`config.mk`:
```
export PLATFORM = sky130hd
export DESIGN_NAME = axi4_wr_slave_ctrl
export DESIGN_NICKNAME = d
export VERILOG_FILES = /design/src/rtl/axi_pkg.sv /design/src/rtl/axi4_beat_addr_calc.sv /design/src/rtl/axi4_wr_slave_ctrl.sv
export SDC_FILE = /design/constraint.sdc
export NUM_CORES = 1
export LEC_CHECK = 0
export ABC_AREA = 1
export CAP_MARGIN = 0
export CORE_ASPECT_RATIO = 0.7
export CORE_MARGIN = 10
export CORE_UTILIZATION = 30
export CTS_CLUSTER_DIAMETER = 150
export DETAILED_ROUTE_END_ITERATION = 16
export GPL_TIMING_DRIVEN = 1
export PLACE_DENSITY_LB_ADDON = 0.12
export SYNTH_ARGS = -nofsm -noshare
export SYNTH_HDL_FRONTEND = slang
export SYNTH_SLANG_ARGS = --single-unit
```
`constraint.sdc`:
```
create_clock -name aclk -period 9.1 [get_ports aclk]
set_input_delay 1.82 -clock aclk [delete_from_list [all_inputs] [get_ports aclk]]
set_output_delay 1.82 -clock aclk [all_outputs]
set_load 0.1 [all_outputs]
```
`src/rtl/axi_pkg.sv`:
```
// Shared AXI4 types, burst/response encodings and the write-path FSM state enum.
package axi_pkg;
  localparam int ADDR_WIDTH = 32;
  localparam int DATA_WIDTH = 32;
  localparam int ID_WIDTH   = 4;
  localparam int STRB_WIDTH = DATA_WIDTH / 8;

  typedef logic [ADDR_WIDTH-1:0] addr_t;
  typedef logic [DATA_WIDTH-1:0] data_t;
  typedef logic [STRB_WIDTH-1:0] strb_t;
  typedef logic [ID_WIDTH-1:0]   id_t;
  typedef logic [7:0]            len_t;
  typedef logic [2:0]            size_t;
  typedef logic [1:0]            burst_t;
  typedef logic [1:0]            resp_t;

  localparam burst_t BURST_FIXED = 2'b00;
  localparam burst_t BURST_INCR  = 2'b01;
  localparam burst_t BURST_WRAP  = 2'b10;
  localparam burst_t BURST_RSVD  = 2'b11;

  localparam resp_t RESP_OKAY   = 2'b00;
  localparam resp_t RESP_EXOKAY = 2'b01;
  localparam resp_t RESP_SLVERR = 2'b10;
  localparam resp_t RESP_DECERR = 2'b11;

  typedef enum logic [1:0] {
    WR_IDLE = 2'd0,
    WR_DATA = 2'd1,
    WR_RESP = 2'd2
  } wr_state_e;
endpackage

```
`src/rtl/axi4_beat_addr_calc.sv`:
```
// Combinational next-beat address for FIXED/INCR/WRAP bursts; shared by read and write paths.
module axi4_beat_addr_calc #(
  parameter int ADDR_WIDTH = axi_pkg::ADDR_WIDTH
) (
  input  logic [ADDR_WIDTH-1:0] addr,
  input  logic [2:0]            size,
  input  logic [7:0]            len,
  input  logic [1:0]            burst,
  output logic [ADDR_WIDTH-1:0] next_addr
);
  import axi_pkg::*;

  localparam logic [ADDR_WIDTH-1:0] ONE = ADDR_WIDTH'(1);

  logic [ADDR_WIDTH-1:0] bytes, span, lower, incr;

  always_comb begin
    bytes     = ONE << size;
    span      = bytes * (ADDR_WIDTH'(len) + ONE);
    lower     = addr & ~(span - ONE);
    incr      = addr + bytes;
    next_addr = addr;
    case (burst)
      // aligning each step makes an unaligned first beat snap onto the size grid
      BURST_INCR: next_addr = (addr & ~(bytes - ONE)) + bytes;
      BURST_WRAP: next_addr = (incr == lower + span) ? lower : incr;
      default:    next_addr = addr;
    endcase
  end
endmodule

```
`src/rtl/axi4_wr_slave_ctrl.sv`:
```
// AXI4 write-path slave: one burst at a time, registered memory write port, one B per burst.
// Optional AXI4_WR_LAST_CHECK_EN: flag wlast/beat-count disagreement as SLVERR.
module axi4_wr_slave_ctrl #(
  parameter int ADDR_WIDTH = axi_pkg::ADDR_WIDTH,
  parameter int DATA_WIDTH = axi_pkg::DATA_WIDTH,
  parameter int ID_WIDTH   = axi_pkg::ID_WIDTH,
  parameter int STRB_WIDTH = DATA_WIDTH / 8
) (
  input  logic                  aclk,
  input  logic                  areset,
  input  logic [ID_WIDTH-1:0]   awid,
  input  logic [ADDR_WIDTH-1:0] awaddr,
  input  logic [7:0]            awlen,
  input  logic [2:0]            awsize,
  input  logic [1:0]            awburst,
  input  logic                  awvalid,
  output logic                  awready,
  input  logic [DATA_WIDTH-1:0] wdata,
  input  logic [STRB_WIDTH-1:0] wstrb,
  input  logic                  wlast,
  input  logic                  wvalid,
  output logic                  wready,
  output logic [ID_WIDTH-1:0]   bid,
  output logic [1:0]            bresp,
  output logic                  bvalid,
  input  logic                  bready,
  output logic                  mem_we,
  output logic [ADDR_WIDTH-1:0] mem_addr,
  output logic [DATA_WIDTH-1:0] mem_wdata,
  output logic [STRB_WIDTH-1:0] mem_strb
);
  import axi_pkg::*;

  localparam logic [1:0] S_IDLE   = WR_IDLE;
  localparam logic [1:0] S_DATA   = WR_DATA;
  localparam logic [1:0] S_RESP   = WR_RESP;
  localparam logic [2:0] MAX_SIZE = 3'($clog2(STRB_WIDTH));

  logic [1:0]            state;
  logic [ID_WIDTH-1:0]   id_q;
  logic [ADDR_WIDTH-1:0] addr_q, next_addr;
  logic [7:0]            len_q, cnt;
  logic [2:0]            size_q;
  logic [1:0]            burst_q;
  logic                  aw_err, last_err, aw_illegal, last_beat;

  assign awready   = (state == S_IDLE);
  assign wready    = (state == S_DATA);
  assign bvalid    = (state == S_RESP);
  assign bid       = id_q;
  assign bresp     = (aw_err | last_err) ? RESP_SLVERR : RESP_OKAY;
  assign last_beat = (cnt == len_q);

  always_comb begin
    aw_illegal = (awburst == BURST_RSVD) || (awsize > MAX_SIZE) ||
                 ((awburst == BURST_WRAP) &&
                  !(awlen == 8'd1 || awlen == 8'd3 || awlen == 8'd7 || awlen == 8'd15));
  end

  axi4_beat_addr_calc #(.ADDR_WIDTH(ADDR_WIDTH)) u_addr_calc (
    .addr      (addr_q),
    .size      (size_q),
    .len       (len_q),
    .burst     (burst_q),
    .next_addr (next_addr)
  );

`ifndef AXI4_WR_LAST_CHECK_EN
  logic unused_wlast;
  assign unused_wlast = wlast;
`endif

  always_ff @(posedge aclk) begin
    if (areset) begin
      state     <= S_IDLE;
      id_q      <= '0;
      addr_q    <= '0;
      len_q     <= '0;
      size_q    <= '0;
      burst_q   <= '0;
      cnt       <= '0;
      aw_err    <= 1'b0;
      last_err  <= 1'b0;
      mem_we    <= 1'b0;
      mem_addr  <= '0;
      mem_wdata <= '0;
      mem_strb  <= '0;
    end else begin
      mem_we <= 1'b0;
      case (state)
        S_IDLE: if (awvalid) begin
          id_q     <= awid;
          addr_q   <= awaddr;
          len_q    <= awlen;
          size_q   <= awsize;
          burst_q  <= awburst;
          cnt      <= '0;
          aw_err   <= aw_illegal;
          last_err <= 1'b0;
          state    <= S_DATA;
        end
        S_DATA: if (wvalid) begin
          // a bad burst never touches the memory port, not even its payload
          if (!aw_err) begin
            mem_we    <= 1'b1;
            mem_addr  <= addr_q;
            mem_wdata <= wdata;
            mem_strb  <= wstrb;
          end
          addr_q <= next_addr;
          cnt    <= cnt + 8'd1;
`ifdef AXI4_WR_LAST_CHECK_EN
          if (wlast != last_beat) last_err <= 1'b1;
`endif
          if (last_beat) state <= S_RESP;
        end
        S_RESP: if (bready) state <= S_IDLE;
        default: state <= S_IDLE;
      endcase
    end
  end
endmodule

```
# == Yosys cells after proc, flatten, opt, wreduce, memory -nomap -nowiden ==
# Cells that the tools add are included.
# Widths: inputs -> output; s select.
# classes
order_cmp,1
mux,15
mul,1
reduce_logical,15
n_addsub,7
shifts,1
n_eq_ne,17
bitwise_logic,7
# op_table
operator,count
$pmux 32 s2,2
$add 32x32->32,3
$mux 32,3
$and 32x32->32,2
$not 32->32,2
$sub 32x1->32 const B,2
$eq 32x32->1,1
$mul 32x32->32,1
$shl 1x3->32 const A,1
$mux 8,2
$pmux 8 s2,1
$mux 2,5
$add 8x1->9 const B,1
$add 8x1->8 const B,1
$eq 2x2->1 const B,4
$eq 8x1->1 const B,1
$eq 8x2->1 const B,1
$eq 8x3->1 const B,1
$eq 8x4->1 const B,1
$eq 8x8->1,1
$reduce_and 4->1,2
$pmux 2 s3,1
$reduce_and 3->1,2
$logic_or 1x1->1,5
13 further kinds,18
# word_totals
output_inout_bits,78
wordCells,76
input_bits,91
ff_bits,129

# == Longest topological paths before layout ==
# depth
depth_word,11
depth_mapped,52
depth_no_buf,51

# == Modules after synthesis ==
# Synthesis repeated with hierarchy kept, for this count alone.
# hier_totals
hier_cells,2384
area_unflattened_um2,14258.7
# modules_own_cells
mod,seq_area_each_um2,area_each_um2,n_inst,cells_per_inst
axi4_beat_addr_calc,0.0,9200.1,1,1714
axi4_wr_slave_ctrl,2582.5,5058.6,1,670

# == Worst setup path after synthesis ==
# Ideal clock, no wire load.
# synth_timing
path_kind,flip-flop to flip-flop
startpoint,register len_q[0]
endpoint,register addr_q[16]
setup_ps,131
path_slack_ps,1845
path_buffers,1
t_required_ps,8969
stages_incl_launch_ff,49
arrival_time_ps,7125
synth_period_minus_slack_ps,7255
cell_sequence,dfxtp_1 inv_2 nor3_1 nand3_1 nor2_1 nand2_1 xor2_1 inv_1 nand2_1 fa_1 fa_1 inv_1 fa_1 inv_1 fa_1 inv_1 ha_1 nand2_1 [13 not listed] a21oi_1 nand3b_1 nand3_1 nand2_1 nand2_1 nand2_1 nand2_1 nand2_1 nand2_1 nor2_1 nand2_1 nor2_4 buf_2 nand3_1 nand3_1 nand2_1 nand2_1 a21oi_2
# synth_via
elab_chain_cells,11
# synth_lines
item,line,source
"start, declared",axi4_wr_slave_ctrl.sv:42,"logic [7:0] len_q, cnt;"
"start signal, assigned",axi4_wr_slave_ctrl.sv:94,len_q <= awlen;
$add 8x1->9 *,axi4_beat_addr_calc.sv:19,span = bytes * (ADDR_WIDTH'(len) + ONE);
$mul 32x32->32 *,axi4_beat_addr_calc.sv:19,
$sub 32x1->32,axi4_beat_addr_calc.sv:20,lower = addr & ~(span - ONE);
$not 32->32,axi4_beat_addr_calc.sv:20,
$and 32x32->32,axi4_beat_addr_calc.sv:20,
$add 32x32->32,axi4_beat_addr_calc.sv:26,BURST_WRAP: next_addr = (incr == lower + span) ? lower : incr;
$eq 32x32->1,axi4_beat_addr_calc.sv:26,
$mux 32 *,axi4_beat_addr_calc.sv:26,
$pmux 32 s2 *,axi4_beat_addr_calc.sv:23,case (burst)
$mux 32 *,axi4_wr_slave_ctrl.sv:102,S_DATA: if (wvalid) begin
$pmux 32 s2 *,axi4_wr_slave_ctrl.sv:90,case (state)
"end signal, assigned",axi4_wr_slave_ctrl.sv:93,addr_q <= awaddr;
"end signal, assigned",axi4_wr_slave_ctrl.sv:110,addr_q <= next_addr;
"end, declared",axi4_wr_slave_ctrl.sv:41,"logic [ADDR_WIDTH-1:0] addr_q, next_addr;"
# Mark *: on every way between the ends. The rest lies on a longest branch, timed or not. The select of a mux whose other input is x is not followed.
# A chain may end at the register's enable or synchronous reset.

# == Worst setup path after layout ==
# layout_timing
startpoint,register len_q[2]
endpoint,register addr_q[19]
# Same word-level chain as after synthesis.

==> impl_metrics.env <==
export IMPL_antenna_found_initial=3
export IMPL_drt_wl_total_mm=54.0
export IMPL_htree_levels=4
export IMPL_via_per_inst=4.94
export IMPL_ys_types=52
export IMPL_cts_tree="built"
export IMPL_netlist_area_leader_share_pct=19.3
export IMPL_p_leak_uw=0.00792
export IMPL_fp_coreArea_um2=43900
export IMPL_grtUsageTotal_pct=19.7
export IMPL_layout_min_cycle_time_ps=8460
export IMPL_drt_pass1_iterations=6
export IMPL_final_setup_viol_count=0
export IMPL_endpoint_kind="flip-flop"
export IMPL_cts_buffers=17
export IMPL_hpwl_mm=43.7
export IMPL_synth_edf_count=0
export IMPL_worstPathArrival_ps=8830
export IMPL_syn_cell_area_um2=13400
export IMPL_clk_pin_slew_ps=70
export IMPL_cp_common_cell="nand2_1"
export IMPL_die_h_um=197
export IMPL_maxSlewHeadroom_pct=29.3
export IMPL_slowest_stage="fa_1"
export IMPL_worst_pin_slew_ps=1060
export IMPL_ys_flop_type="dfxtp_1"
export IMPL_period_share_pct=93.0
export IMPL_rows=64
export IMPL_power_density_nw_per_um2=149
export IMPL_drt_iter0_markers=1466
export IMPL_dieArea_um2=53600
export IMPL_ir_drop_uv=115
export IMPL_drv_slew=0
export IMPL_status="finished, final reports clean"
export IMPL_grt_start_max_net_pins=100
export IMPL_grt_pass1_wl_mm=83.4
export IMPL_avgSynthCellArea_um2=5.89
export IMPL_clock_root_buffer="clkbuf_16"
export IMPL_fmax_mhz=118
export IMPL_hold_worst_slack_ps=496
export IMPL_clock_sinks=129
export IMPL_synth_cells=2269
export IMPL_cap_violations=0
export IMPL_start_util_pct=30.5
export IMPL_portBuffers=166
export IMPL_vias=15044
export IMPL_crit_path_max_incr_delay_ps=550
export IMPL_path_class="flip-flop to flip-flop"
export IMPL_tns_ps=0
export IMPL_async_flop_share_pct=0
export IMPL_synth_area_leaders="dfxtp_1 (19%), nand2_1 (16%), nor2_1 (10%)"
export IMPL_nets=2635
export IMPL_grt_pass1_vias=14270
export IMPL_yosysTopAreaCell="dfxtp_1"
export IMPL_required_ps=9470
export IMPL_holdBufCountCts=0
export IMPL_cp_max_fo=8
export IMPL_n_fill_cell=4886
export IMPL_ios=169
export IMPL_syn2layout_area_growth_pct=23.9
export IMPL_clock_latency_ps=440
export IMPL_cts_max_path_buffers=2
export IMPL_min_delay_path_class="flip-flop to flip-flop"
export IMPL_synthesis_nets=2466
export IMPL_layout_drive_gt1_share_pct=7.55
export IMPL_wl_per_cell_um=17.7
export IMPL_startpoint_type="flip-flop"
export IMPL_ant_nets=0
export IMPL_synth_seq_cells=129
export IMPL_routabilityCongestion=0.938
export IMPL_overflow=0
export IMPL_seq_area_frac_synth_pct=19.3
export IMPL_drcViolationCount=0
export IMPL_grt_setup_unrepaired="false"
export IMPL_hold_viol=0
export IMPL_skew_ps=10.4
export IMPL_synth_warning_count=0
export IMPL_chipWidth_um=272
power by group:
part	internal, uW	switching [uW]
clock network	397	335
logic	310	746
registers	612	62.8
cells in the final DEF, fill, tap and decap left out, types with 2 or more instances in the layout:
master / synthesis / final
a21oi_1: 135 / 133
a21oi_2: 3 / 5
a31oi_1: 7 / 7
and2_1: 2 / 2
buf_4: 3 / 52
buf_6: 3 / 2
clkbuf_16: 0 / 17
clkdlybuf4s50_1: 0 / 165
clkinv_1: 3 / 3
clkinv_8: 0 / 2
dfxtp_1: 129 / 128
fa_1: 45 / 45
ha_1: 61 / 61
inv_1: 301 / 300
inv_2: 22 / 23
inv_6: 0 / 5
inv_8: 0 / 6
nand2_1: 587 / 585
nand2_2: 12 / 14
nand2_4: 2 / 2
nand3_1: 199 / 199
nand3_2: 5 / 5
nand3_4: 3 / 3
nand3b_1: 5 / 5
nand4_1: 35 / 35
nand4_2: 2 / 2
nor2_1: 355 / 349
nor2_2: 16 / 18
nor2_4: 5 / 9
nor3_1: 31 / 28
nor3_2: 3 / 6
nor3b_1: 3 / 3
nor4_1: 10 / 9
o21ai_0: 133 / 133
o21ai_1: 3 / 3
o22ai_1: 3 / 3
or2_2: 6 / 6
xnor2_1: 15 / 15
xor2_1: 43 / 43
worst max-delay path, delay by kind of cell, from the launching register on:
family                     cells  cell delay [ps]
and+or+nand+nor               34             4130
adders and majority gates      6             2790
buffers and inverters          8              760
DFF                            1              390
xor gates and xnor gates       1              210
AOI/OAI and AO/OA              1              110
routing by layer:
layer	up-vias	part of all wire (%)	GRT usage (%)
met5	-	0.050	0
met4	4	0.51	2.16
met3	28	12	6.66
met2	591	36	26.0
met1	6889	52	30.5
li1	7532	-	-
synth_stat cells (20+ instances only):
library cell,count
nand4_1,35
inv_2,22
nand2_1,587
a21oi_1,135
inv_1,301
nand3_1,199
dfxtp_1,129
xor2_1,43
buf_2,20
ha_1,61
o21ai_0,133
nor3_1,31
clkbuf_1,43
fa_1,45
nor2_1,355
sequential cells by signal, indices dropped and copies added (netlist names):
signal / flops
addr_q: 32
mem_addr: 32
mem_wdata: 32
cnt: 8
len_q: 8
bid: 4
mem_strb: 4
size_q: 3
burst_q: 2
state: 2
aw_err: 1
mem_we: 1
metrics by stage:
step	power, uW	cells	area (um^2)	setup WS, ps	utilization (%)
final	2460	3046	16600	639	37.8
after global routing	2600	3045	16600	9.48	37.7
after CTS	2450	3045	16500	460	37.6
after detailed placement	1720	3013	15900	497	36.2
after global placement	1720	3013	15900	499	36.2
after floorplan	1390	2269	13400	1840	-
area by class of cell:
class	instances	area, um^2	area share [%]
Tap cell	594	743	4.49
Clock inverter	15	183	1.10
Antenna cell	1	2.50	0.0151
Timing Repair Buffer	221	2090	12.6
Multi-Input combinational cell	1743	9320	56.2
Inverter	326	1220	7.39
Clock buffer	17	425	2.57
Sequential cell	129	2580	15.6
kinds of logic (layout without fill, tap and decap cells):
| logic type | after synthesis | in the layout | share of synthesized area, % |
|---|---|---|---|
| simple gates | 1284 | 1284 | 41.3 |
| buf+inv | 397 | 579 | 11.6 |
| compound gates | 293 | 293 | 11.4 |
| flops | 129 | 129 | 19.3 |
| fa+ha+maj | 106 | 106 | 12.4 |
| xor+xnor | 59 | 59 | 3.97 |
| other cells | 1 | 2 | 0.0280 |
worst paths after layout:
check	slack (ps)	startpoint	depth (start not counted)	endpoint
setup / recovery	640	len_q[2]$_SDFFE_PP0P_	50	addr_q[19]$_SDFFE_PP0P_
hold / removal	500	bid[1]$_SDFFE_PP0P_	2	bid[1]$_SDFFE_PP0P_
setup reg to reg	640	len_q[2]$_SDFFE_PP0P_	50	addr_q[19]$_SDFFE_PP0P_
hold reg to reg	500	bid[1]$_SDFFE_PP0P_	2	bid[1]$_SDFFE_PP0P_
what timing repair did:
action / in CTS / in global routing
endpoints found under the setup margin: 0 / 32
buffers inserted: 0 / 0
resized for setup: 0 / 15
(Power assumes the default switching activity.)
